File: config.mk
export PLATFORM = sky130hd
export DESIGN_NAME = axi_rd_arbiter
export DESIGN_NICKNAME = d
export VERILOG_FILES = /design/src/rtl/axi_rd_arbiter_pkg.sv /design/src/rtl/axi_rd_arbiter_rr_arb2.sv /design/src/rtl/axi_rd_arbiter.sv
export SDC_FILE = /design/constraint.sdc
export NUM_CORES = 1
export LEC_CHECK = 0
export BUFFER_PORTS_ARGS = -buffer_cell sky130_fd_sc_hd__clkbuf_2
export CORE_MARGIN = 10
export CORE_UTILIZATION = 35
export DETAILED_ROUTE_END_ITERATION = 16
export PLACE_DENSITY = 0.82
export SYNTH_ARGS = -nofsm -noshare
export SYNTH_HDL_FRONTEND = slang
export SYNTH_SLANG_ARGS = --single-unit
File: constraint.sdc
create_clock -name i_clock -period 2.5 [get_ports i_clock]
set_input_delay 0.125 -clock i_clock [delete_from_list [all_inputs] [get_ports i_clock]]
set_output_delay 0.125 -clock i_clock [all_outputs]
set_load 0.01 [all_outputs]
File: src/rtl/axi_rd_arbiter_pkg.sv
// Shared types and constants for the two-master AXI4-Lite read arbiter.
// Response codes, master IDs and arbiter state encoding.
package axi_rd_arbiter_pkg;

  localparam logic [1:0] RRESP_OKAY   = 2'b00;
  localparam logic [1:0] RRESP_EXOKAY = 2'b01;
  localparam logic [1:0] RRESP_SLVERR = 2'b10;
  localparam logic [1:0] RRESP_DECERR = 2'b11;

  localparam logic M_IFU = 1'b0;
  localparam logic M_LSU = 1'b1;

  typedef enum logic [1:0] {
    ST_IDLE,
    ST_AR,
    ST_R
  } arb_state_e;

endpackage

File: src/rtl/axi_rd_arbiter_rr_arb2.sv
// Two-way pick: a single requester always wins; on contention either
// fixed LSU priority or the round-robin pointer decides.
module axi_rd_arbiter_rr_arb2
  import axi_rd_arbiter_pkg::*;
#(
  parameter int unsigned PRIO_M1 = 1
) (
  input  logic [1:0] req_i,
  input  logic       ptr_i,
  output logic       gnt_o
);

  always_comb begin
    gnt_o = M_IFU;
    unique case (1'b1)
      (req_i == 2'b11): gnt_o = (PRIO_M1 != 0) ? M_LSU : ptr_i;
      (req_i == 2'b10): gnt_o = M_LSU;
      default:          gnt_o = M_IFU;
    endcase
  end

endmodule

File: src/rtl/axi_rd_arbiter.sv
// Shares one AXI4-Lite AR/R port between IFU (m0) and LSU (m1).
// One read in flight; the grant is held from AR acceptance to R handshake.
module axi_rd_arbiter
  import axi_rd_arbiter_pkg::*;
#(
  parameter int unsigned ADDR_W  = 32,
  parameter int unsigned DATA_W  = 32,
  parameter int unsigned PRIO_M1 = 1
) (
  input  logic              i_clock,
  input  logic              i_reset,
  input  logic [ADDR_W-1:0] i_m0_araddr,
  input  logic              i_m0_arvalid,
  output logic              o_m0_arready,
  output logic [DATA_W-1:0] o_m0_rdata,
  output logic [1:0]        o_m0_rresp,
  output logic              o_m0_rvalid,
  input  logic              i_m0_rready,
  input  logic [ADDR_W-1:0] i_m1_araddr,
  input  logic              i_m1_arvalid,
  output logic              o_m1_arready,
  output logic [DATA_W-1:0] o_m1_rdata,
  output logic [1:0]        o_m1_rresp,
  output logic              o_m1_rvalid,
  input  logic              i_m1_rready,
  output logic [ADDR_W-1:0] o_s_araddr,
  output logic              o_s_arvalid,
  input  logic              i_s_arready,
  input  logic [DATA_W-1:0] i_s_rdata,
  input  logic [1:0]        i_s_rresp,
  input  logic              i_s_rvalid,
  output logic              o_s_rready
);

  arb_state_e        state_q, state_d;
  logic              owner_q, owner_d;
  logic              rr_q, rr_d;
  logic [ADDR_W-1:0] araddr_q, araddr_d;
  logic              arvalid_q, arvalid_d;
  logic              gnt;
  logic              own_rready;

  axi_rd_arbiter_rr_arb2 #(
    .PRIO_M1(PRIO_M1)
  ) u_pick (
    .req_i({i_m1_arvalid, i_m0_arvalid}),
    .ptr_i(rr_q),
    .gnt_o(gnt)
  );

  always_ff @(posedge i_clock) begin
    if (i_reset) begin
      state_q   <= ST_IDLE;
      owner_q   <= M_IFU;
      rr_q      <= M_IFU;
      araddr_q  <= '0;
      arvalid_q <= 1'b0;
    end else begin
      state_q   <= state_d;
      owner_q   <= owner_d;
      rr_q      <= rr_d;
      araddr_q  <= araddr_d;
      arvalid_q <= arvalid_d;
    end
  end

  assign own_rready = owner_q ? i_m1_rready : i_m0_rready;

  always_comb begin
    state_d      = state_q;
    owner_d      = owner_q;
    rr_d         = rr_q;
    araddr_d     = araddr_q;
    arvalid_d    = arvalid_q;
    o_m0_arready = 1'b0;
    o_m1_arready = 1'b0;
    o_m0_rvalid  = 1'b0;
    o_m1_rvalid  = 1'b0;
    o_m0_rdata   = '0;
    o_m1_rdata   = '0;
    o_m0_rresp   = RRESP_OKAY;
    o_m1_rresp   = RRESP_OKAY;
    o_s_rready   = 1'b0;
    unique case (state_q)
      ST_IDLE: begin
        if (i_m0_arvalid || i_m1_arvalid) begin
          o_m0_arready = (gnt == M_IFU);
          o_m1_arready = (gnt == M_LSU);
          owner_d      = gnt;
          araddr_d     = gnt ? i_m1_araddr : i_m0_araddr;
          arvalid_d    = 1'b1;
          state_d      = ST_AR;
        end
      end
      ST_AR: begin
        if (i_s_arready) begin
          arvalid_d = 1'b0;
          state_d   = ST_R;
        end
      end
      ST_R: begin
        // Data path is a pure mux so the slave sees the owner's rready directly.
        o_s_rready = own_rready;
        if (owner_q == M_LSU) begin
          o_m1_rvalid = i_s_rvalid;
          o_m1_rdata  = i_s_rdata;
          o_m1_rresp  = i_s_rresp;
        end else begin
          o_m0_rvalid = i_s_rvalid;
          o_m0_rdata  = i_s_rdata;
          o_m0_rresp  = i_s_rresp;
        end
        if (i_s_rvalid && own_rready) begin
          rr_d    = ~owner_q;
          state_d = ST_IDLE;
        end
      end
      default: state_d = ST_IDLE;
    endcase
  end

  assign o_s_araddr  = araddr_q;
  assign o_s_arvalid = arvalid_q;

endmodule

==> impl_metrics.csv, run 1 <==
group,metric,value,unit
job,maxCapViolations,0,
clocking,hold_buffers,0,
routing,route.vias.total,2549,
run_status,status,"finished, final reports clean",
cells_and_area,num-fill-cells,570,
sta,hold_ws,142,ps
floorplan,boundaryPins,212,
clocking,cts_tree,"built",
cells_and_area,num_antenna_cells,0,
clocking,clock_latency,290,ps
logic_synthesis,synth_top_cell_area_share,31.4,%
power_and_ir_drop,p_per_area,479,nW/um2
critical_path,r2r_cells,4,
critical_path,critPathKind,"reg -> out",
critical_path,startpoint,"state_q[0]",
global_routing,grt_pass1_wl,13900,um
cells_and_area,area.growth.synth_to_final,50.9,%
cells_and_area,drive_above_1_share,57.4,%
floorplan,row_count,29,
routing,drtPass1Iterations,4,
routing,detail-route-antenna-nets,0,
global_routing,grt_max_degree,36,
critical_path,regToRegStartpoint,"state_q[0]",
clocking,h-tree-depth,2,
cells_and_area,seq_area,721,um2
min_path,hold_path_class,"in -> reg",
routing,avgRoutedWirePerCell,17.5,um
power_and_ir_drop,worst_ir_drop_vdd,0.000320,V
sta,setup_viol,0,
sta,fin_crit_sh,69.1,%
sta,tns,0,ps
sta,slew_headroom,59.4,%
floorplan,chipWidth,101,um
min_path,hold_depth,3,
cells_and_area,multiInputGateArea,1430,um2
cells_and_area,nNetsFinal,556,
floorplan,start_util,36.1,%
sta,drv_slew,0,
logic_synthesis,ys_warn_count,0,
clocking,clk_pin_slew_worst_paths,70,ps
global_routing,overflow,0,
power_and_ir_drop,leakagePower,1.86,nW
critical_path,arrival,1600,ps
min_path,hold_start,"i_s_arready",
critical_path,worst-path-max-fanout,34,
logic_synthesis,synth_area_leaders,"dfxtp_1 31%, and2_1 19%, a211oi_2 16%, mux2i_1 14%, a21oi_1 7.6%",
clocking,cts_resized,0,
logic_synthesis,synth.largest_area_cell,"dfxtp_1",
global_routing,antenna_found_initial,0,
routing,wl,9220,um
critical_path,critPathRequiredTime,2380,ps
logic_synthesis,syn_inst,250,
routing,drt_iter0_drc,77,
clocking,cts_setup_buffers,0,
critical_path,critPathCaptureType,"output port",
logic_synthesis,syn_avg_cell_area,9.17,um2
floorplan,die_y,101,um
routing,routed_via_density,4.83,
logic_synthesis,synth.cell_area,2290,um2
global_routing,track_usage,16.8,%
logic_synthesis,syn-num-nets,356,
sta,period_minus_slack,1730,ps
placed_design,numPortBuffers,211,
clocking,cts_root_buf,"clkbuf_8",
sta,tightestPinTransition,609,ps
logic_synthesis,synth_seq_cells,36,
logic_synthesis,ys_seq_area_share,31.4,%
placed_design,dp_hpwl,7760,um
sta,hold_viol_final,0,
floorplan,die_area,10200,um2
sta,rsz0062_at_grt,"false",
routing,route.detailed.drc,0,
global_routing,grt_pass1_vias,2639,
sta,fin_skew,4.19,ps
sta,fmax,579,MHz
clocking,cts_buffers,5,
critical_path,worstSetupStartpointType,"flop",
logic_synthesis,synth_cell_type_count,20,
placed_design,gp_congestion,0.831,
cells_and_area,final_util,54.5,%
clocking,cts.sinks,36,
clocking,clockBufferDepth,2,
floorplan,coreArea,6350,um2
-- layout make-up --
type	instances	share of cell area [%]
clock buffers	7	2.50
multi-input cells	187	41.4
repair buffers	218	32.1
well taps	77	2.79
clock inverters	1	0.217
flip-flops and latches	36	20.8
inverters	2	0.217
-- synthesized netlist by cell type --
library cell  number
inv_1              2
or3b_2             2
and2_1            69
nor2_1             6
a211oi_1           2
nand2_1            2
or2_1              1
a21oi_1           35
nand2b_1           1
a211oi_2          30
buf_6              5
nor3_1             2
nand3b_1           1
mux2i_1           33
a22oi_1            1
clkbuf_1          17
buf_2              3
dfxtp_1           36
and2_4             1
o21bai_1           1
-- through the flow --
stage | power, W | cells | worst slack [ps] | area [um2]
floorplan | 0.00103 | 250 | 1190 | 2290
global placement | 0.00123 | 520 | 929 | 3360
detailed placement | 0.00125 | 520 | 880 | 3360
CTS | 0.00168 | 528 | 759 | 3460
global route | 0.00176 | 528 | 648 | 3460
finish | 0.00166 | 528 | 772 | 3460
-- power by group --
part           switching, W  total (W)  internal, W
Clock              0.000202   0.000426     0.000224
Sequential        0.0000410   0.000686     0.000645
Combinational      0.000299   0.000543     0.000244
Total              0.000542    0.00166      0.00111
-- cell families after synthesis --
group	Yosys count	share of synthesized area [%]
AOI/OAI and AO/OA	69	25.3
and+or+nand+nor	85	22.6
DFF	36	31.4
buffers and inverters	27	6.22
muxes	33	14.4
-- placed cells by master, fill, tap and decap left out, drive strengths merged --
cell type | netlist | layout
nand3b | 1 | 1
a21oi | 35 | 35
a211oi | 32 | 32
nor2 | 6 | 6
and2 | 70 | 70
buf | 8 | 7
dfxtp | 36 | 36
nand2b | 1 | 1
o21bai | 1 | 1
clkinvlp | 0 | 1
mux2i | 33 | 33
nand2 | 2 | 2
or3b | 2 | 2
nor3 | 2 | 2
a22oi | 1 | 1
clkbuf | 17 | 218
inv | 2 | 2
or2 | 1 | 1
-- layer usage --
layer,vias to the layer above,GRT usage (%),wire length [um]
met4,0,3.64,116
met2,122,30.3,4710
li1,1272,-,-
met3,12,6.45,902
met1,1143,18.2,3490
met5,-,0,0
-- worst paths after layout --
kind	to	slack [ps]
worst max-delay path	o_m1_rdata[22]	770
worst min-delay path	state_q[0]	140
worst max register to register	o_s_araddr[3]	1230
worst min register to register	o_s_arvalid	470
-- state kept, by name, indices dropped and copies added, names as in the netlist --
register and flops:
state_q 2, owner_q 1, o_s_arvalid 1, o_s_araddr 32
-- critical path, cell delays in order, from the launching register on --
cell	delay [ps]
dfxtp_1	350
nand2b_1	230
nor2_1	120
buf_4	270
and2_1	200
clkbuf_2	140
(Power assumes the default switching activity.)
==> run 2, diff against run 1 <==
Clock period 2.5 ns to 1.6 ns, I/O delays scaled along.
==> impl_metrics.csv, run 2 (synthesis results as in run 1) <==
group,metric,value,unit
run_status,status,"finished, final reports clean",
sta,fmax,677,MHz
sta,setup_viol,0,
clocking,cts_root_buf,"clkbuf_8",
cells_and_area,area.growth.synth_to_final,55.5,%
critical_path,reg2reg_slack,410,ps
floorplan,row_count,29,
sta,period_minus_slack,1480,ps
sta,hold_viol_final,0,
cells_and_area,drive_above_1_share,58.8,%
clocking,cts_tree,"built",
power_and_ir_drop,p_per_area,728,nW/um2
min_path,hold_path_class,"in -> reg",
routing,drtPass1Iterations,4,
job,maxCapViolations,0,
cells_and_area,num_antenna_cells,0,
critical_path,worst-path-max-fanout,17,
routing,route.vias.total,2592,
placed_design,gp_congestion,0.848,
global_routing,grt_pass1_wl,14000,um
clocking,cts.sinks,36,
floorplan,chipWidth,101,um
global_routing,grt_pass1_vias,2699,
sta,drv_slew,0,
routing,route.detailed.drc,0,
sta,tightestPinTransition,365,ps
power_and_ir_drop,worst_ir_drop_vdd,0.000521,V
min_path,hold_start,"i_s_arready",
placed_design,dp_hpwl,7660,um
global_routing,track_usage,16.9,%
critical_path,cpMaxStageDelayCell,"dfxtp_1",
cells_and_area,largest_reg_flops,32,
critical_path,worst_r2r_endpoint,"o_s_araddr[11]",
clocking,clk_pin_slew_worst_paths,60,ps
routing,routed_via_density,4.86,
critical_path,arrival,1400,ps
clocking,clockBufferDepth,2,
routing,avgRoutedWirePerCell,17.6,um
clocking,h-tree-depth,2,
critical_path,critPathKind,"reg -> out",
floorplan,die_area,10200,um2
sta,rsz0062_at_grt,"false",
routing,detail-route-antenna-nets,0,
floorplan,coreArea,6350,um2
routing,wl,9390,um
critical_path,cp_num_buf_inv,2,
critical_path,r2r_cells,4,
cells_and_area,nNetsFinal,561,
critical_path,cp_top_family,"simple AND/OR/NAND/NOR gates",
sta,fin_crit_sh,92.3,%
clocking,clock_latency,280,ps
floorplan,start_util,36.1,%
critical_path,critPathCaptureType,"output port",
cells_and_area,final_util,56.1,%
placed_design,dp_cells,523,
cells_and_area,final_cells,533,
clocking,cts_setup_buffers,0,
cells_and_area,mostFrequentLayoutCells,"211 x clkbuf_2, 69 x and2_1, 35 x a21oi_1",
floorplan,boundaryPins,212,
critical_path,slowest_delay,340,ps
cells_and_area,num-fill-cells,578,
floorplan,die_y,101,um
sta,slew_headroom,75.7,%
critical_path,worstSetupStartpointType,"flop",
cells_and_area,layout_commonest_cell,"clkbuf_2",
critical_path,critPathRequiredTime,1520,ps
global_routing,overflow,0,
global_routing,grt_max_degree,37,
min_path,hold_depth,3,
critical_path,regToRegStartpoint,"state_q[0]",
placed_design,numPortBuffers,211,
power_and_ir_drop,leakagePower,1.91,nW
min_path,hold_end,"state_q[0]",
routing,drt_iter0_drc,66,
sta,fin_skew,7.87,ps
clocking,cts_buffers,5,
global_routing,antenna_found_initial,0,
sta,tns,0,ps
critical_path,crit_chain,"nand2b_4 -> nor2_4 -> buf_6 -> and2_1 -> clkbuf_2",
[run 2: changes by cell type in the layout (fill, tap and decap cells not counted), sizes merged]
cell,change
clkinvlp,-1
buf,+5
clkinv,+1
[run 2: worst reg2reg max path: cells and delay by family, from the launching register on]
| family | cells | cell delay, ps |
|---|---|---|
| flops | 1 | 340 |
| buf+inv | 1 | 220 |
| compound gates | 1 | 120 |
| simple gates | 2 | 400 |
[run 2: through the flow]
stage / cell area [um2] / hold WS, ps / power, W / worst slack, ps
3_3_place_gp: 3420 / 380 / 0.00196 / 292
5_1_grt: 3560 / 98.2 / 0.00277 / 10.4
4_1_cts: 3530 / 83.0 / 0.00263 / 12.9
3_5_place_dp: 3420 / 380 / 0.00199 / 254
2_1_floorplan: 2290 / 266 / 0.00161 / 292
6_report: 3560 / 91.5 / 0.00260 / 123
[run 2: final cells by class]
| type | instances | area (um2) | area share (%) |
|---|---|---|---|
| multi-input cells | 187 | 1450 | 40.8 |
| repair buffers | 223 | 1200 | 33.6 |
| flip-flops and latches | 36 | 723 | 20.3 |
| well taps | 77 | 96.3 | 2.70 |
| clock buffers | 7 | 76.3 | 2.14 |
| clock inverters | 1 | 8.76 | 0.246 |
| inverters | 2 | 7.51 | 0.211 |
[run 2: worst max path at each step]
stage | cells past startpoint | slack [ps] | startpoint | to
3_5_place_dp | 5 | 250 | state_q[0] | o_m1_rdata[0]
3_3_place_gp | 5 | 290 | state_q[0] | o_m1_rdata[0]
5_1_grt | 5 | 10 | state_q[0] | o_m1_rdata[18]
6_report | 5 | 120 | state_q[0] | o_m1_rdata[18]
2_1_floorplan | 4 | 290 | state_q[0] | o_s_araddr[10]
4_1_cts | 5 | 10 | state_q[0] | o_m1_rdata[20]
[run 2: what timing repair did]
item | CTS | global route
endpoints found under the setup margin | 44 | 68
resized for setup | 5 | 10
cloned | 1 | 1
hold buffers | 0 | 0
[run 2: routing by layer]
metal	routed length [um]	vias up	GRT usage, %
met2	4810	124	30.4
met4	143	0	4.39
met5	0	-	0
met1	3530	1173	17.8
met3	898	11	6.52
li1	-	1284	-
[run 2: report_power, final]
part	switching (W)	internal, W	leakage [nW]	total (W)
clock	0.000312	0.000311	0.0424	0.000623
combinational	0.000477	0.000422	1.57	0.000899
sequential	0.0000653	0.00101	0.300	0.00107
==> run 3, diff against run 2 <==
Settings changed: HOLD_SLACK_MARGIN set to 0.1.
==> impl_metrics.csv, run 3 (synthesis results as in run 1) <==
group,metric,value,unit
clocking,cts_buffers,5,
clocking,cts_tree,"built",
power_and_ir_drop,seqPwrFrac,41.3,%
power_and_ir_drop,swShare,32.9,%
power_and_ir_drop,clock_power_share,24.0,%
placed_design,dp_cells,523,
power_and_ir_drop,totalPowerFinal,0.00260,W
min_path,hold_path_class,"in -> reg",
critical_path,crit_chain,"nand2b_4 -> nor2_4 -> buf_6 -> and2_1 -> clkbuf_2",
critical_path,arrival,1400,ps
sta,setup_viol,0,
critical_path,crit_cells,5,
global_routing,grt_pass1_wl,14000,um
clocking,clock_latency,280,ps
placed_design,numPortBuffers,211,
critical_path,critPathCaptureType,"output port",
run_status,status,"finished, final reports clean",
cells_and_area,area.growth.synth_to_final,55.9,%
cells_and_area,multiInputGateArea,1450,um2
critical_path,r2r_cells,4,
critical_path,cp_num_buf_inv,2,
floorplan,die_y,101,um
sta,rsz0062_at_grt,"false",
global_routing,overflow,0,
clocking,cts_setup_buffers,0,
critical_path,slowest_delay,340,ps
power_and_ir_drop,p_per_area,727,nW/um2
routing,detail-route-antenna-nets,0,
critical_path,worstSetupStartpointType,"flop",
routing,avgRoutedWirePerCell,17.6,um
clocking,cts_root_buf,"clkbuf_8",
clocking,clockBufferDepth,2,
global_routing,grt_max_degree,37,
routing,route.detailed.drc,0,
critical_path,cp_top_family,"simple AND/OR/NAND/NOR gates",
floorplan,row_count,29,
critical_path,cpMaxStageDelayCell,"dfxtp_1",
cells_and_area,final_cells,534,
sta,fin_crit_sh,92.5,%
routing,routed_via_density,4.88,
floorplan,start_util,36.1,%
placed_design,gp_congestion,0.848,
power_and_ir_drop,internal_power,0.00174,W
floorplan,die_area,10200,um2
sta,fmax,676,MHz
cells_and_area,mostFrequentLayoutCells,"211 x clkbuf_2, 69 x and2_1, 35 x a21oi_1",
cells_and_area,largest_reg_flops,32,
placed_design,dp_hpwl,7660,um
floorplan,coreArea,6350,um2
cells_and_area,num_antenna_cells,0,
routing,wl,9420,um
power_and_ir_drop,worst_ir_drop_vdd,0.000520,V
power_and_ir_drop,power_switching,0.000855,W
sta,slew_headroom,75.7,%
sta,tns,0,ps
critical_path,critPathRequiredTime,1520,ps
sta,drv_slew,0,
floorplan,boundaryPins,212,
routing,drtPass1Iterations,4,
global_routing,antenna_found_initial,0,
clocking,h-tree-depth,2,
clocking,clk_pin_slew_worst_paths,70,ps
power_and_ir_drop,leakagePower,1.91,nW
cells_and_area,drive_above_1_share,58.6,%
job,maxCapViolations,0,
cells_and_area,layout_commonest_cell,"clkbuf_2",
cells_and_area,nNetsFinal,562,
power_and_ir_drop,combPwrFrac,34.7,%
routing,route.vias.total,2604,
sta,fin_skew,8.43,ps
sta,hold_ws,146,ps
critical_path,critPathKind,"reg -> out",
sta,hold_viol_final,0,
sta,tightestPinTransition,365,ps
min_path,hold_depth,3,
floorplan,chipWidth,101,um
clocking,cts.sinks,36,
cells_and_area,num-fill-cells,578,
sta,period_minus_slack,1480,ps
global_routing,grt_pass1_vias,2711,
cells_and_area,seq_area,723,um2
critical_path,worst-path-max-fanout,17,
global_routing,track_usage,16.9,%
routing,drt_iter0_drc,60,
## run 3: metrics by stage
stage          instance area, um2  worst slack [ps]  util [%]
3_3_place_gp                 3420               292      53.9
5_1_grt                      3570              10.4      56.3
3_5_place_dp                 3420               254      53.9
6_report                     3570               121      56.3
4_1_cts                      3540              12.9      55.7
2_1_floorplan                2290               292         -
## run 3: final cells by class
cell class                 instances  area share [%]
timing repair buffer             224            33.8
clock buffer                       7            2.14
inverter                           2           0.210
multi-input combinational        187            40.7
tap                               77            2.70
clock inverter                     1           0.245
sequential                        36            20.2
## run 3: path summary, 6_finish.rpt
path              slack (ps)              to            start
setup / recovery         120  o_m1_rdata[18]       state_q[0]
hold / removal           150  o_s_araddr[30]  i_m0_araddr[30]
setup reg to reg         410  o_s_araddr[11]       state_q[0]
hold reg to reg          500     o_s_arvalid      o_s_arvalid
## run 3: what timing repair did
item / in CTS / in global routing
gates cloned: 1 / 1
resized for setup: 5 / 10
hold endpoints to repair: 2 / 0
setup endpoints to repair: 44 / 68
hold buffers: 1 / 0
## run 3: routing by layer
| layer | GRT usage [%] | vias up | wire length [um] | part of all wire, % |
|---|---|---|---|---|
| li1 | - | 1287 | - | - |
| met1 | 17.8 | 1178 | 3520 | 37 |
| met2 | 30.4 | 126 | 4820 | 51 |
| met3 | 6.52 | 13 | 896 | 9.5 |
| met4 | 4.93 | 0 | 182 | 1.9 |
| met5 | 0 | - | 0 | 0 |
## run 3: power by group through the flow
| stage | combinational (W) | clock, W | sequential [W] |
|---|---|---|---|
| 2_1_floorplan | 0.000473 | 0 | 0.00113 |
| 3_3_place_gp | 0.000880 | 0 | 0.00108 |
| 3_5_place_dp | 0.000897 | 0 | 0.00109 |
| 4_1_cts | 0.000906 | 0.000651 | 0.00107 |
| 5_1_grt | 0.000993 | 0.000690 | 0.00109 |
| 6_report | 0.000900 | 0.000623 | 0.00107 |
## run 3: worst min-delay path, delay by kind of cell
kind / cells / cell delay (ps)
buf+inv: 1 / 80
compound gates: 1 / 80
mux: 1 / 130
